==> config.mk <==
export PLATFORM = sky130hd
export DESIGN_NAME = irq_ctrl
export DESIGN_NICKNAME = d
export VERILOG_FILES = /design/src/rtl/irq_ctrl.sv
export SDC_FILE = /design/constraint.sdc
export NUM_CORES = 1
export LEC_CHECK = 0
export CAP_MARGIN = 10
export CORE_MARGIN = 3
export CORE_UTILIZATION = 44
export CTS_CLUSTER_DIAMETER = 150
export DETAILED_ROUTE_END_ITERATION = 10
export GPL_TIMING_DRIVEN = 0
export PLACE_DENSITY = 0.82
export SYNTH_ARGS = -nofsm -noshare
export SYNTH_HDL_FRONTEND = slang
export SYNTH_SLANG_ARGS = --single-unit
==> constraint.sdc <==
create_clock -name clk -period 1.45 [get_ports clk]
set_input_delay 0.29 -clock clk [delete_from_list [all_inputs] [get_ports clk]]
set_output_delay 0.29 -clock clk [all_outputs]
set_load 0.02 [all_outputs]
==> src/rtl/irq_ctrl.sv <==
`default_nettype none
// ============================================================================
//  Module      : irq_ctrl
//  Description : Interrupt controller for a single-hart core.
//                Four asynchronous edge-triggered sources are synchronised
//                and edge-detected, then latched as pending flags.
//                A mask register gates them.
//                A three-state FSM (IDLE / REQ / SERVICE) raises a level
//                request for the lowest-indexed enabled pending source.
//                It holds the request until the core acknowledges it,
//                then blocks further requests until the handler returns.
//  Revision    : 1.0 - initial release
// ============================================================================
module irq_ctrl #(
  parameter int NUM_SRC = 4
) (
  input  logic                       clk,
  input  logic                       rst,
  input  logic [NUM_SRC-1:0]         i_irq_in,
  input  logic                       i_mask_we,
  input  logic [NUM_SRC-1:0]         i_mask_wdata,
  input  logic                       i_irq_ack,
  input  logic                       i_irq_mret,
  output logic                       o_interrupt,
  output logic [$clog2(NUM_SRC)-1:0] o_irq_cause,
  output logic [NUM_SRC-1:0]         o_pending,
  output logic [NUM_SRC-1:0]         o_mask,
  output logic                       o_in_service
);

  localparam int c_CW = $clog2(NUM_SRC);

  typedef enum logic [1:0] {
    S_IDLE    = 2'd0,
    S_REQ     = 2'd1,
    S_SERVICE = 2'd2
  } state_t;

  state_t              r_state;
  state_t              w_state_nxt;
  logic [NUM_SRC-1:0]  r_sync1;
  logic [NUM_SRC-1:0]  r_sync2;
  logic [NUM_SRC-1:0]  r_sync2_d;
  logic [NUM_SRC-1:0]  r_pending;
  logic [NUM_SRC-1:0]  r_mask;
  logic [c_CW-1:0]     r_cause;
  logic [NUM_SRC-1:0]  w_rise;
  logic [NUM_SRC-1:0]  w_enabled;
  logic [NUM_SRC-1:0]  w_clr;
  logic [c_CW-1:0]     w_lowest;
  logic                w_take;
  logic                w_ack_clr;

  // Two-flop synchroniser plus a delayed copy for rising-edge detection
  always_ff @(posedge clk or posedge rst) begin
    if (rst) begin
      r_sync1   <= '0;
      r_sync2   <= '0;
      r_sync2_d <= '0;
    end else begin
      r_sync1   <= i_irq_in;
      r_sync2   <= r_sync1;
      r_sync2_d <= r_sync2;
    end
  end

  // A held level produces exactly one edge, so it triggers only once
  assign w_rise    = r_sync2 & ~r_sync2_d;
  assign w_enabled = r_pending & r_mask;

  // Lowest-indexed enabled source wins; scanning downward leaves the lowest
  always_comb begin
    w_lowest = '0;
    for (int i = NUM_SRC - 1; i >= 0; i--) begin
      if (w_enabled[i]) begin
        w_lowest = c_CW'(i);
      end
    end
  end

  // Next-state logic: acks outside REQ and mrets outside SERVICE fall through
  always_comb begin
    w_state_nxt = r_state;
    w_take      = 1'b0;
    w_ack_clr   = 1'b0;
    case (r_state)
      S_IDLE: begin
        if (|w_enabled) begin
          w_state_nxt = S_REQ;
          w_take      = 1'b1;
        end
      end
      S_REQ: begin
        if (i_irq_ack) begin
          w_state_nxt = S_SERVICE;
          w_ack_clr   = 1'b1;
        end
      end
      S_SERVICE: begin
        if (i_irq_mret) begin
          w_state_nxt = S_IDLE;
        end
      end
      default: w_state_nxt = S_IDLE;
    endcase
  end

  // The acknowledged source's bit is cleared; an edge arriving on the same cycle wins
  assign w_clr = w_ack_clr ? (NUM_SRC'(1) << r_cause) : '0;

  // State, pending flags, mask and latched cause
  always_ff @(posedge clk or posedge rst) begin
    if (rst) begin
      r_state   <= S_IDLE;
      r_pending <= '0;
      r_mask    <= '1;
      r_cause   <= '0;
    end else begin
      r_state   <= w_state_nxt;
      r_pending <= (r_pending & ~w_clr) | w_rise;
      if (i_mask_we) begin
        r_mask <= i_mask_wdata;
      end
      if (w_take) begin
        r_cause <= w_lowest;
      end
    end
  end

  assign o_interrupt  = (r_state == S_REQ);
  assign o_in_service = (r_state == S_SERVICE);
  assign o_irq_cause  = r_cause;
  assign o_pending    = r_pending;
  assign o_mask       = r_mask;

endmodule
`default_nettype wire

# Word level (Yosys, flattened, before mapping)

Cells that the tools add are included.

Reduce and logical (&&, ||, !) cells: 3
Bitwise logic cells: 6
Equality and inequality tests: 5
Muxes and demuxes: 13
Shift operators: 1

Operator list:

| operator                                                              | count |
|---|---|
| 2-bit 2-to-1 mux                                                      | 7 |
| 4-bit AND                                                             | 3 |
| 4-bit inverter                                                        | 2 |
| 2-bit != test, second input constant                                  | 3 |
| 2-bit one-hot mux with 3 select lines                                 | 1 |
| 1-bit 2-to-1 mux                                                      | 4 |
| 4-bit 2-to-1 mux                                                      | 1 |
| 4-bit OR                                                              | 1 |
| 4-bit OR reduction                                                    | 1 |
| 1-bit by 2-bit left shift with 4-bit output, first input constant     | 1 |
| 3-bit AND reduction                                                   | 1 |
| 2-bit by 1-bit equality test with 1-bit output, second input constant | 1 |
| 2-bit equality test, second input constant                            | 1 |
| 2-bit logical NOT                                                     | 1 |

Register bits: 24

# Logic depth before layout (Yosys ltp)

Gate-level depths: netlist of the first run.

Word-level depth: 6
Gate-level depth with buffers: 3
Gate-level depth less buffers: 3

# Worst setup path after synthesis of the first run

Ideal clock, no wire load.

Path type: register to register
Start: reg r_cause[1] (netlist: o_irq_cause[1])
End: reg r_pending[2] (netlist: o_pending[2])
Setup time: 0.121 ns
Arrival: 1.066 ns
Path buffers: 0
Path slack: 0.263 ns
Stages on the path, launching flop included: 4
Cell sequence: dfrtp_1 -> inv_1 -> or3_1 -> a22o_1

Word-level cells in the longest chain between the ends: 5

Ends and longest elaborated chain:

| item                                        | line | source |
|---|---|---|
| start, declared                             | 46   | `logic [c_CW-1:0] r_cause;` |
| start signal, assigned                      | 125  | `r_cause <= w_lowest;` |
| 1-bit by 2-bit left shift with 4-bit output | 109  | `assign w_clr = w_ack_clr ? (NUM_SRC'(1) << r_cause) : '0;` |
| 4-bit 2-to-1 mux                            | 109  |  |
| 4-bit inverter                              | 120  | `r_pending <= (r_pending & ~w_clr) \| w_rise;` |
| 4-bit AND                                   | 120  |  |
| 4-bit OR                                    | 120  |  |
| end signal, assigned                        | 120  |  |
| end, declared                               | 44   | `logic [NUM_SRC-1:0] r_pending;` |

Every way passes these cells.
A chain may end at the register's enable or synchronous reset.

# Worst setup path in the final report of the first run

Start: reg r_cause[0] (netlist: o_irq_cause[0])
End: out o_irq_cause[0]

RTL lines:

| item          | line | source |
|---|---|---|
| end, declared | 25   | `output logic [$clog2(NUM_SRC)-1:0] o_irq_cause,` |

No word-level cell between the ends.

==> impl_metrics.csv, run 1 <==
group,metric,value,unit
power,vdd_drop_max,1.07,mV
timing,period_share,95.4,%
final_layout,fin_util,63.4,%
power,pwr-share-seq,49.9,%
yosys,synth_edf_count,0,
timing,setup_tns,0,ns
place,port_buffers,24,
grt,grt_pass1_wl,2790,um
cts,ctsHoldBuffers,0,
floorplan,die_x,49.9,um
timing,fin_skew,0.00867,ns
yosys,synth_top_area_cell,"dfrtp_1",
min_path,worst_hold_path.endpoint,"r_sync2[2]$_DFF_PP0_",
final_layout,design_area,1120,um2
timing,fmax,0.723,GHz
setup_path,critPathBufInv,1,
power,p_comb_share,34.8,%
yosys,async_flop_share,100,%
setup_path,cpPeakStageDelay,0.43,ns
power,p_leak,0.511,nW
floorplan,rows,15,
cts,clockBufferDepth,2,
grt,grt_max_degree,25,
yosys,synth_fa_ha_area_share,0,%
final_layout,n_fill_cell,156,
floorplan,die_y,49.9,um
timing,setup_violations,0,
setup_path,r2r_slack,0.22,ns
setup_path,worstPathArrival,1.09,ns
power,power_per_cell_area,1690,nW/um2
final_layout,seqCellArea,606,um2
routing,routed_wl,1530,um
yosys,synthSimpleGateAreaFrac,6.79,%
timing,setup_slack,0.0672,ns
final_layout,area_growth,32.1,%
setup_path,crit_path_top_delay_cell,"dfrtp_1",
cts,cts_root_buf,"clkbuf_4",
yosys,synth_common_cells,"dfrtp_1, inv_1, o21ai_0",
power,swShare,35.7,%
timing,worst_pin_slew,0.850,ns
cts,cts_tree,"done",
cts,clock_latency,0.31,ns
routing,drtIter0Drc,3,
min_path,min_from,"r_sync1[2]$_DFF_PP0_",
yosys,synth_top_family_by_area,"compound AO/OA/AOI/OAI gates",
run_status,status,"completed",
cts,h-tree-depth,1,
setup_path,cp-end-kind,"output port",
setup_path,reg2reg_to,"o_pending[2]$_DFF_PP0_",
timing,rsz0062_at_grt,"false",
routing,drt_first_pass_iters,2,
floorplan,io_pins,25,
power,p_switching,0.677,mW
flow_run,maxCapViolCount,0,
routing,ant_nets,0,
setup_path,required,1.16,ns
floorplan,core-area,1760,um2
floorplan,start_util,48.0,%
grt,track_usage,15.7,%
yosys,synth-compound-area-share,12.9,%
yosys,synth_most_common_cell,"dfrtp_1",
setup_path,critPathTopFamily,"flip-flops",
yosys,synth.area.top_cells,"dfrtp_1, dfstp_2, mux2_2, a22o_1, o21ai_0",
place,post-place-ws,-0.105,ns
power,internal_power,1.22,mW
yosys,synthMuxAreaShare,5.32,%
place,dpl_cell_area,1120,um2
final_layout,fin_cells,115,
grt,overflow,0,
min_path,hp-class,"register to register",
yosys,ys.flop_type,"dfrtp_1",
routing,drc,0,
setup_path,r2r_start,"r_state[1]$_DFFE_PP0P_",
grt,antenna_found_initial,0,
timing,timing.final.crit_period,1.38,ns
min_path,whs_path_depth,0,
yosys,netlist.area_leader.share,59.1,%
setup_path,path_cells,"dlygate4sd2_1",
floorplan,fp.dieArea,2490,um2
yosys,yosys.area_share.xor_xnor,0,%
final_layout,multiInputGateArea,211,um2
cts,cts_buffers,3,
cts,clk_pin_slew,0.12,ns
timing,relSlewSlack,43.2,%
timing,holdWs,0.360,ns
power,clockPowerShare,15.3,%
yosys,yosysWarnings,0,
setup_path,cp_max_fo,5,
yosys,syn_area_per_cell,13.9,um2
final_layout,drive_gt1_share,22.2,%
final_layout,nets,104,
place,dp_cells,110,
routing,wire_per_inst,13.3,um
timing,drv_slew,0,
power,p_total,1.89,mW
timing,hold_violations,0,
place,gp_routability_congestion,0.767,
yosys,yosysSeqAreaShare,71.5,%
yosys,synth_nets,74,
routing,vias,571,
yosys,ys_ff_latch,24,
grt,grt_pass1_vias,630,
yosys,synth_area,847,um2
yosys,syn-instance-count,61,
place,place_hpwl,1150,um
yosys,synth_cell_types,16,
final_layout,num_antenna_cells,0,
setup_path,startpoint_type,"register",
routing,drt-vias-per-instance,4.97,
setup_path,reg2regPathDepth,3,
cts,cts_sinks,24,
setup_path,crit_type,"register to output port",
==> cells in the final DEF, fill, tap and decap left out, drive strengths merged <==
cell,instances
o21ai,6
o311ai,1
a22o,4
dfrtp,20
clkbuf,4
or3,1
dfstp,4
nand2,4
nor2,2
nand3b,1
inv,8
a21boi,1
clkdlybuf4s50,12
clkdlybuf4s15,1
dlygate4sd2,5
mux2,4
a32o,1
buf,7
nand4b,1
a21oi,2
o31ai,1
==> layer usage <==
layer	vias up	GRT usage (%)	routed length, um
li1	268	-	-
met1	275	16.4	658
met2	23	26.4	718
met3	5	5.14	100
met4	0	11.1	51
met5	-	0	0
==> power groups by stage <==
stage / registers [mW] / logic, mW / clock network, mW
finish: 0.945 / 0.658 / 0.290
global route: 0.971 / 0.719 / 0.334
CTS: 0.942 / 0.668 / 0.306
detailed placement: 0.975 / 0.710 / 0
global placement: 0.963 / 0.695 / 0
floorplan: 1.05 / 0.284 / 0
==> cell families (layout without fill, tap and decap cells) <==
group                  Yosys count  after routing
flip-flops                      24             24
buffers and inverters            8             37
multiplexers                     4              4
AO/OA/AOI/OAI                   16             16
AND/OR/NAND/NOR                  9              9
==> registers in the layout (all words and copies together), names as in the netlist <==
name         cells
o_mask           4
o_pending        4
r_sync1          4
r_sync2          4
r_sync2_d        4
o_irq_cause      2
r_state          2
==> repair_timing <==
item | CTS | global route
buffers inserted | 1 | 0
gates resized for setup | 29 | 4
endpoints found under the setup margin | 12 | 3
hold endpoints to repair | 0 | 0
==> area by class of cell <==
class                      count  share of cell area, %
inverter                       8                   2.68
timing repair buffer          25                   19.1
tap                           25                   2.80
multi-input combinational     29                   18.9
sequential                    24                   54.1
clock buffer                   4                   2.35
==> how the worst max path moves through the flow <==
stage,slack (ns),cells after the start,start,to
after floorplan,0.26,3,o_irq_cause[1]$_DFFE_PP0P_,o_pending[2]$_DFF_PP0_
after global placement,-0.1,4,i_irq_ack,o_pending[2]$_DFF_PP0_
after detailed placement,-0.10,4,i_irq_ack,o_pending[2]$_DFF_PP0_
after CTS,0.03,2,r_state[1]$_DFFE_PP0P_,o_interrupt
after global routing,0.006,1,o_irq_cause[0]$_DFFE_PP0P_,o_irq_cause[0]
final,0.07,1,o_irq_cause[0]$_DFFE_PP0P_,o_irq_cause[0]
Note: power is estimated with default switching activity, not from simulation.
==> inputs of run 2 (changes only) <==
- CELL_PAD_IN_SITES_DETAIL_PLACEMENT: default -> 1
- CELL_PAD_IN_SITES_GLOBAL_PLACEMENT: default -> 2
- CORE_UTILIZATION: 44 -> 29
==> run 2 against run 1 <==
  * Design area grew 3.0%
  * Global-route usage down 4.1 points
  * Worst setup slack lost 0.0020 ns
  * Via count grew 2.1%
  * Die area up 45%
  * Total power rose by 11%
  * Combinational power is 0.6% higher
  * Worst hold slack improved by 0.0088 ns
  * Sequential cell count is the same
  * Utilization is 20 points lower
  * Non-clock buffer count grew 1
  * Cell count grew 5.2%
  * Largest power group unchanged
==> impl_metrics.csv, run 2 (synthesis gave the netlist of run 1 again) <==
group,metric,value,unit
final_layout,fin_util,43.7,%
place,port_buffers,24,
final_layout,final_cell_mix,"dfrtp_1, clkdlybuf4s50_1, inv_1",
min_path,hp-class,"register to register",
final_layout,area_growth,36.0,%
floorplan,start_util,32.1,%
final_layout,drive_gt1_share,25.3,%
final_layout,nets,105,
routing,drt-vias-per-instance,4.82,
grt,grt_pass1_vias,637,
setup_path,required,1.16,ns
timing,hold_violations,0,
cts,cts_buffers,3,
cts,clk_pin_slew,0.13,ns
power,clockPowerShare,22.7,%
timing,drv_slew,0,
min_path,min_from,"r_sync1[1]$_DFF_PP0_",
setup_path,r2r_start,"r_state[1]$_DFFE_PP0P_",
place,gp_routability_congestion,0.734,
grt,antenna_found_initial,0,
run_status,status,"completed",
power,p_switching,0.715,mW
setup_path,cpPeakStageDelay,0.43,ns
setup_path,worstPathArrival,1.09,ns
timing,setup_slack,0.0652,ns
setup_path,critPathBufInv,1,
grt,track_usage,11.7,%
routing,drt_first_pass_iters,3,
cts,cts_root_buf,"clkbuf_4",
routing,vias,583,
floorplan,die_y,60.0,um
power,p_comb_share,31.5,%
timing,period_share,95.5,%
routing,wire_per_inst,14.4,um
power,vdd_drop_max,1.17,mV
cts,clockBufferDepth,2,
floorplan,io_pins,25,
power,p_leak,0.531,nW
floorplan,rows,18,
place,post-place-ws,-0.115,ns
grt,grt_pass1_wl,2990,um
setup_path,crit_path_top_delay_cell,"dfrtp_1",
timing,setup_tns,0,ns
timing,fin_skew,0.00724,ns
routing,ant_nets,0,
final_layout,final_common_cell,"dfrtp_1",
floorplan,core-area,2640,um2
routing,drtIter0Drc,16,
grt,overflow,0,
setup_path,startpoint_type,"register",
timing,relSlewSlack,42.6,%
setup_path,path_cells,"dlygate4sd2_1",
min_path,whs_path_depth,0,
setup_path,cp_max_fo,4,
setup_path,reg2reg_to,"o_pending[2]$_DFF_PP0_",
cts,h-tree-depth,1,
setup_path,startpoint,"o_pending[3]$_DFF_PP0_",
timing,rsz0062_at_grt,"false",
grt,grt_max_degree,25,
place,place_hpwl,1320,um
routing,routed_wl,1740,um
timing,worst_pin_slew,0.861,ns
power,internal_power,1.39,mW
power,swShare,34.0,%
cts,cts_sinks,24,
routing,drc,0,
flow_run,maxCapViolCount,0,
floorplan,die_x,60.0,um
timing,setup_violations,0,
setup_path,r2r_slack,0.21,ns
power,pwr-share-seq,45.7,%
final_layout,num_antenna_cells,0,
setup_path,cp-end-kind,"output port",
setup_path,reg2regPathDepth,3,
final_layout,n_fill_cell,277,
cts,cts_tree,"done",
timing,fmax,0.722,GHz
min_path,worst_hold_path.endpoint,"r_sync2[1]$_DFF_PP0_",
power,p_total,2.10,mW
setup_path,crit_type,"register to output port",
cts,clock_latency,0.31,ns
power,power_per_cell_area,1820,nW/um2
timing,timing.final.crit_period,1.38,ns
setup_path,critPathTopFamily,"flip-flops",
floorplan,fp.dieArea,3610,um2
## run 2: what timing repair did
item | CTS | global route
pin swaps | 0 | 0
hold buffers | 0 | 0
endpoints found under the setup margin | 12 | 7
buffers inserted | 2 | 0
resized for setup | 28 | 9
## run 2: final cells by class
type | count | area [um2] | area share [%]
clock inverter | 1 | 30.0 | 2.61
inverter | 8 | 30.0 | 2.61
clock buffer | 3 | 22.5 | 1.95
sequential | 24 | 606 | 52.6
tap | 30 | 37.5 | 3.26
multi-input combinational | 29 | 211 | 18.3
timing repair buffer | 26 | 215 | 18.7
## run 2: power by group through the flow
stage | logic (mW) | clock network (mW) | registers, mW
5_1_grt | 0.737 | 0.521 | 0.985
3_3_place_gp | 0.705 | 0 | 0.976
3_5_place_dp | 0.716 | 0 | 0.993
2_1_floorplan | 0.284 | 0 | 1.05
4_1_cts | 0.686 | 0.495 | 0.959
6_report | 0.662 | 0.478 | 0.960
## run 2: layer usage
| layer | track usage (%) | up-vias | wire [um] |
|---|---|---|---|
| met5 | 0 | - | 0 |
| met4 | 2.85 | 0 | 11 |
| met3 | 4.75 | 2 | 111 |
| met2 | 19.3 | 15 | 890 |
| met1 | 14.1 | 295 | 728 |
| li1 | - | 271 | - |
## run 2: stage by stage
| stage | instances | hold WS [ns] | instance area, um2 |
|---|---|---|---|
| floorplan | 61 | 0.302 | 847 |
| global placement | 115 | 0.333 | 1120 |
| detailed placement | 115 | 0.343 | 1120 |
| CTS | 121 | 0.373 | 1170 |
| global route | 121 | 0.376 | 1150 |
| finish | 121 | 0.368 | 1150 |
## run 2: worst max path at each step
| stage | cells after the start | to | slack [ns] |
|---|---|---|---|
| 4_1_cts | 1 | o_mask[1] | 0.005 |
| 3_3_place_gp | 4 | o_pending[2]$_DFF_PP0_ | -0.11 |
| 3_5_place_dp | 4 | o_pending[2]$_DFF_PP0_ | -0.11 |
| 5_1_grt | 1 | o_pending[1] | 0.002 |
| 2_1_floorplan | 3 | o_pending[2]$_DFF_PP0_ | 0.26 |
| 6_report | 1 | o_pending[3] | 0.07 |
==> inputs of run 3 (changes only) <==
- CAP_MARGIN: 10 -> 20
- SLEW_MARGIN: default -> 20
==> results of run 3 <==
No change in the layout: final DEF, timing and power equal those of run 2.
